[src/rtl/nonce_scheduler.sv]
// rtl/nonce_scheduler.sv - mining job controller: nonce sweep, pipeline drain, result FIFO
// Optional time rolling is enabled by defining NONCE_SCHED_TIME_ROLL_EN.
module nonce_scheduler #(
    parameter int PIPE_DEPTH = 64,
    parameter int FIFO_DEPTH = 4,
    parameter int MAX_ROLL   = 15
) (
    input  logic         clk,
    input  logic         rst_n,
    input  logic         job_valid,
    output logic         job_ready,
    input  logic [255:0] job_midstate,
    input  logic [255:0] job_digest,
    input  logic [31:0]  job_merkle,
    input  logic [31:0]  job_time,
    input  logic [31:0]  job_target,
    input  logic [31:0]  job_nonce_start,
    input  logic [31:0]  job_nonce_end,
    input  logic         abort,
    output logic         hash_write_en,
    output logic [255:0] hash_digest_initial,
    output logic [255:0] hash_digest,
    output logic [31:0]  hash_merkle,
    output logic [31:0]  hash_time,
    output logic [31:0]  hash_target,
    output logic [31:0]  hash_nonce,
    input  logic         hash_valid,
    input  logic [31:0]  hash_time_out,
    input  logic [31:0]  hash_nonce_out,
    output logic         res_valid,
    input  logic         res_ready,
    output logic [31:0]  res_nonce,
    output logic [31:0]  res_time,
    output logic         busy,
    output logic [7:0]   status
);
    localparam int DW = $clog2(PIPE_DEPTH + 1);
    localparam int PW = (FIFO_DEPTH > 1) ? $clog2(FIFO_DEPTH) : 1;
    localparam int CW = PW + 1;

    typedef enum logic [1:0] {IDLE, SWEEP, DRAIN} state_t;
    state_t state, state_next;

    logic [31:0]   nonce_start, nonce_end;
    logic [DW-1:0] drain_cnt;
    logic          discard, alive, found, overflow;
    logic          at_end, roll_ok;
    logic          hit, push, pop;
    logic [PW-1:0] wr_ptr, rd_ptr;
    logic [CW-1:0] count, count_next;
    logic [31:0]   mem_nonce [FIFO_DEPTH];
    logic [31:0]   mem_time  [FIFO_DEPTH];

    assign at_end = (hash_nonce == nonce_end);

`ifdef NONCE_SCHED_TIME_ROLL_EN
    localparam int RW = (MAX_ROLL > 0) ? $clog2(MAX_ROLL + 1) : 1;
    logic [RW-1:0] roll;

    assign roll_ok = (roll < RW'(MAX_ROLL));

    always_ff @(posedge clk) begin
        if (!rst_n) begin
            roll <= '0;
        end else if (state == IDLE && job_valid) begin
            roll <= '0;
        end else if (state == SWEEP && !abort && at_end && roll_ok) begin
            roll <= roll + RW'(1);
        end
    end
`else
    // Rolling compiled out: MAX_ROLL is never negative, so roll_ok is constant 0.
    assign roll_ok = (MAX_ROLL < 0);
`endif

    always_comb begin
        state_next = state;
        case (state)
            IDLE:    if (job_valid) state_next = SWEEP;
            SWEEP:   if (abort || (at_end && !roll_ok)) state_next = DRAIN;
            DRAIN:   if (drain_cnt <= DW'(1)) state_next = IDLE;
            default: state_next = IDLE;
        endcase
    end

    always_ff @(posedge clk) begin
        if (!rst_n) begin
            state         <= IDLE;
            job_ready     <= 1'b1;
            busy          <= 1'b0;
            hash_write_en <= 1'b0;
        end else begin
            state         <= state_next;
            job_ready     <= (state_next == IDLE);
            busy          <= (state_next != IDLE);
            hash_write_en <= (state_next == SWEEP);
        end
    end

    always_ff @(posedge clk) begin
        if (!rst_n) begin
            hash_digest_initial <= '0;
            hash_digest         <= '0;
            hash_merkle         <= '0;
            hash_time           <= '0;
            hash_target         <= '0;
            hash_nonce          <= '0;
            nonce_start         <= '0;
            nonce_end           <= '0;
            drain_cnt           <= '0;
            discard             <= 1'b0;
            alive               <= 1'b0;
            found               <= 1'b0;
            overflow            <= 1'b0;
        end else begin
            alive <= 1'b1;
            case (state)
                IDLE: if (job_valid) begin
                    hash_digest_initial <= job_midstate;
                    hash_digest         <= job_digest;
                    hash_merkle         <= job_merkle;
                    hash_time           <= job_time;
                    hash_target         <= job_target;
                    hash_nonce          <= job_nonce_start;
                    nonce_start         <= job_nonce_start;
                    nonce_end           <= job_nonce_end;
                    found               <= 1'b0;
                    overflow            <= 1'b0;
                    discard             <= 1'b0;
                end
                SWEEP: begin
                    if (abort) begin
                        drain_cnt <= DW'(PIPE_DEPTH);
                        discard   <= 1'b1;
                    end else if (at_end) begin
                        if (roll_ok) begin
                            hash_nonce <= nonce_start;
                            hash_time  <= hash_time + 32'd1;
                        end else begin
                            drain_cnt <= DW'(PIPE_DEPTH);
                        end
                    end else begin
                        hash_nonce <= hash_nonce + 32'd1;
                    end
                end
                DRAIN: begin
                    if (abort) discard <= 1'b1;
                    if (drain_cnt != '0) drain_cnt <= drain_cnt - DW'(1);
                end
                default: ;
            endcase
            if (hit) begin
                found <= 1'b1;
                if (!push) overflow <= 1'b1;
            end
        end
    end

    // A full FIFO still accepts a hit when the head leaves in the same cycle.
    assign hit        = hash_valid && busy && !discard;
    assign pop        = res_valid && res_ready;
    assign push       = hit && ((count != CW'(FIFO_DEPTH)) || pop);
    assign count_next = count + CW'(push) - CW'(pop);

    always_ff @(posedge clk) begin
        if (!rst_n) begin
            wr_ptr    <= '0;
            rd_ptr    <= '0;
            count     <= '0;
            res_valid <= 1'b0;
            for (int i = 0; i < FIFO_DEPTH; i++) begin
                mem_nonce[i] <= '0;
                mem_time[i]  <= '0;
            end
        end else begin
            if (push) begin
                mem_nonce[wr_ptr] <= hash_nonce_out;
                mem_time[wr_ptr]  <= hash_time_out;
                wr_ptr            <= wr_ptr + PW'(1);
            end
            if (pop) rd_ptr <= rd_ptr + PW'(1);
            count     <= count_next;
            res_valid <= (count_next != '0);
        end
    end

    assign res_nonce = mem_nonce[rd_ptr];
    assign res_time  = mem_time[rd_ptr];
    assign status    = {alive, 4'b0000, overflow, found, busy};
endmodule

[config.mk]
export PLATFORM = sky130hd
export DESIGN_NAME = nonce_scheduler
export DESIGN_NICKNAME = d
export VERILOG_FILES = /design/src/rtl/nonce_scheduler.sv
export SDC_FILE = /design/constraint.sdc
export NUM_CORES = 2
export LEC_CHECK = 0
export BUFFER_PORTS_ARGS = -buffer_cell sky130_fd_sc_hd__buf_2
export CORE_AREA = 2 2 561 563
export CTS_CLUSTER_DIAMETER = 60
export DETAILED_ROUTE_END_ITERATION = 10
export DIE_AREA = 0 0 563 565
export PLACE_DENSITY_LB_ADDON = 0.3
export SLEW_MARGIN = 10
export SYNTH_ARGS = -nofsm -noshare
export SYNTH_HDL_FRONTEND = slang
export SYNTH_SLANG_ARGS = --single-unit
[constraint.sdc]
create_clock -name clk -period 7.2 [get_ports clk]
set_input_delay 1.08 -clock clk [delete_from_list [all_inputs] [get_ports clk]]
set_output_delay 1.08 -clock clk [all_outputs]
set_load 0.02 [all_outputs]
==> results_dict.tcl <==
set metrics [dict create \
    grt_pass1_wl_mm 346 \
    slew-limit-headroom 0.103 \
    setup_violations 0 \
    place_congestion 0.898 \
    place_ws_ns 3.15 \
    clock_latency_ns 0.82 \
    drv_cap 0 \
    die_h_microns 565 \
    post_cts_resized 0 \
    rows 205 \
    hp-class "flop to flop" \
    synth_edf_count 256 \
    worst-endpoint-arrival_ns 3.30 \
    ys_types 64 \
    routed_via_density 3.70 \
    grt_pass1_vias 34944 \
    worst_clock_skew_ns 0.0524 \
    postSynth.asyncResetShare 0 \
    gr-total-overflow 0 \
    clock_sinks 954 \
    layout_commonest_cell "buf_2" \
    die_x_microns 563 \
    grt_setup_unrepaired "false" \
    synth_area_sq_mm 0.0359 \
    min_period_ns 4.38 \
    critPathKind "flop to primary output" \
    tns_ns 0 \
    ctsHoldBuffers 0 \
    drc 0 \
    synth-seq-cells 954 \
    cts_setup_buffers 0 \
    root_buffer "clkbuf_16" \
    first_iter_violations 2373 \
    ys_warn_count 0 \
    grt_max_degree 170 \
    startpoint_type "flop" \
    wire_per_inst_microns 28.4 \
    required_ns 6.12 \
    hpwlAfterDp_mm 222 \
    status "finished clean" \
    ff2ff_path_depth 5 \
    synth_top_cell_by_area "dfxtp_1" \
    fin_hold_ws_ns 0.450 \
    drtPass1Iterations 5 \
    finalCritPeriodShare 0.608 \
    crit_fanout 37 \
    fin_ws_ns 2.82 \
    start_util 0.115 \
    grt_usage 0.164 \
    hold_depth 2 \
    avgSynthCellArea_sq_um 9.19 \
    powerDensity_mw_per_mm2 326 \
    ys_seq_area_frac 0.603 \
    die_area_sq_mm 0.318 \
    ios 1458 \
    port_buffers 1453 \
    cts_htree_levels 4 \
    ir_worst_vdd_uv 171 \
    wl_mm 273 \
    synth_area_leaders "dfxtp_1 39%, edfxtp_1 21%, nand2_1 14%, a21oi_1 9.5%, mux4_2 4.0%" \
    layout_common_cells "1453 x buf_2, 1375 x nand2_1, 696 x dfxtp_1" \
    antenna_found_initial 255 \
    synth_top_area_frac 0.389 \
    cts_buffer_depth 4 \
    cts_tree "yes" \
    cts_made_buffers 156 \
    end_kind "primary output" \
    area_growth_pct 48.4 \
    drive_above_1_share 0.342 \
    drv_slew 0 \
    netlist_instances 3905 \
    layout.nets 6018 \
    power.leakage_nw 22.3 \
    drtAntennaViolNets 0 \
    via_count 35491 \
    synthFlopType "dfxtp_1" \
    core_sq_mm 0.311 \
    clkTransAtPathRegs_ns 0.05 \
    fmax_mhz 229 \
    tightestPinTransition_ns 1.34 \
    finalHoldViolCount 0 \
]
==> path summary, 6_finish.rpt <==
| path | from | endpoint | slack [ns] |
|---|---|---|---|
| setup / recovery | flop | res_time[30] | 2.82 |
| setup reg to reg | discard | mem_time[2][18] | 4.08 |
| hold reg to reg | hash_digest_initial[105] | hash_digest_initial[105] | 0.45 |
| hold / removal | hash_digest_initial[105] | hash_digest_initial[105] | 0.45 |
==> layer usage <==
| layer | track usage | vias to the layer above | wire (microns) |
|---|---|---|---|
| met1 | 0.179 | 17130 | 101000 |
| met4 | 0.0493 | 82 | 9920 |
| met2 | 0.274 | 1867 | 127000 |
| met5 | 0 | - | 544 |
| met3 | 0.0844 | 606 | 33600 |
| li1 | - | 15806 | - |
==> cell families (layout without fill, tap and decap cells) <==
kind of cell / after synthesis / count (layout) / share of synthesized area
adders and majority gates: 10 / 10 / 0.00370
xor gates and xnor gates: 38 / 38 / 0.00927
other: 1 / 64 / 0.000104
buffers and inverters: 365 / 1841 / 0.0401
AOI/OAI and AO/OA: 768 / 768 / 0.112
DFF: 954 / 954 / 0.603
and+or+nand+nor: 1701 / 1701 / 0.190
muxes: 68 / 68 / 0.0413
==> registers in the layout, indices dropped and copies added (netlist names), named ones only <==
name / cells
hash_time: 32
found: 1
hash_target: 32
overflow: 1
wr_ptr: 2
hash_digest: 256
hash_write_en: 1
res_valid: 1
mem_time: 128
drain_cnt: 7
hash_merkle: 32
discard: 1
alive: 1
state: 2
count: 3
mem_nonce: 128
job_ready: 1
nonce_end: 32
hash_digest_initial: 256
hash_nonce: 32
rd_ptr: 2
busy: 1
==> power by group <==
| group | internal (mW) | switching [mW] | total [mW] |
|---|---|---|---|
| logic | 0.901 | 2.24 | 3.14 |
| registers | 5.94 | 0.290 | 6.23 |
| clock network | 4.92 | 3.09 | 8.02 |
| total | 11.8 | 5.62 | 17.4 |
==> per-stage QoR <==
stage	cell area, sq um	power, mW	std cells	utilization
final	53300	17.4	9584	0.171
after detailed placement	47700	9.57	9248	0.153
after global placement	47700	9.55	9248	0.153
after floorplan	35900	7.88	3908	-
after global routing	53100	18.1	9538	0.171
after CTS	53100	17.8	9524	0.171
==> synthesized netlist by cell type, drive strengths merged, types with 16 or more instances <==
| cell | instances |
|---|---|
| o21ai | 34 |
| nand3 | 16 |
| buf | 43 |
| nor3 | 19 |
| mux4 | 64 |
| nor2 | 157 |
| and2 | 71 |
| edfxtp | 256 |
| dfxtp | 698 |
| clkbuf | 243 |
| nand4 | 16 |
| xnor2 | 35 |
| inv | 79 |
| a21oi | 680 |
| nand2 | 1377 |
==> final cells by class <==
type                       count  area, sq um
antenna                       60          150
multi-input combinational   2589        12900
fill                       35304       258000
tap                         4140         5180
timing repair buffer        1486         7660
inverter                      79          304
clock buffer                 190         4260
sequential                   954        21700
clock inverter                86         1150
==> critical path: stages, from the launching register on <==
cell     delay, ns
dfxtp_2       0.94
buf_4         0.66
mux4_2        0.56
buf_2         0.23
(Power assumes the default switching activity.)
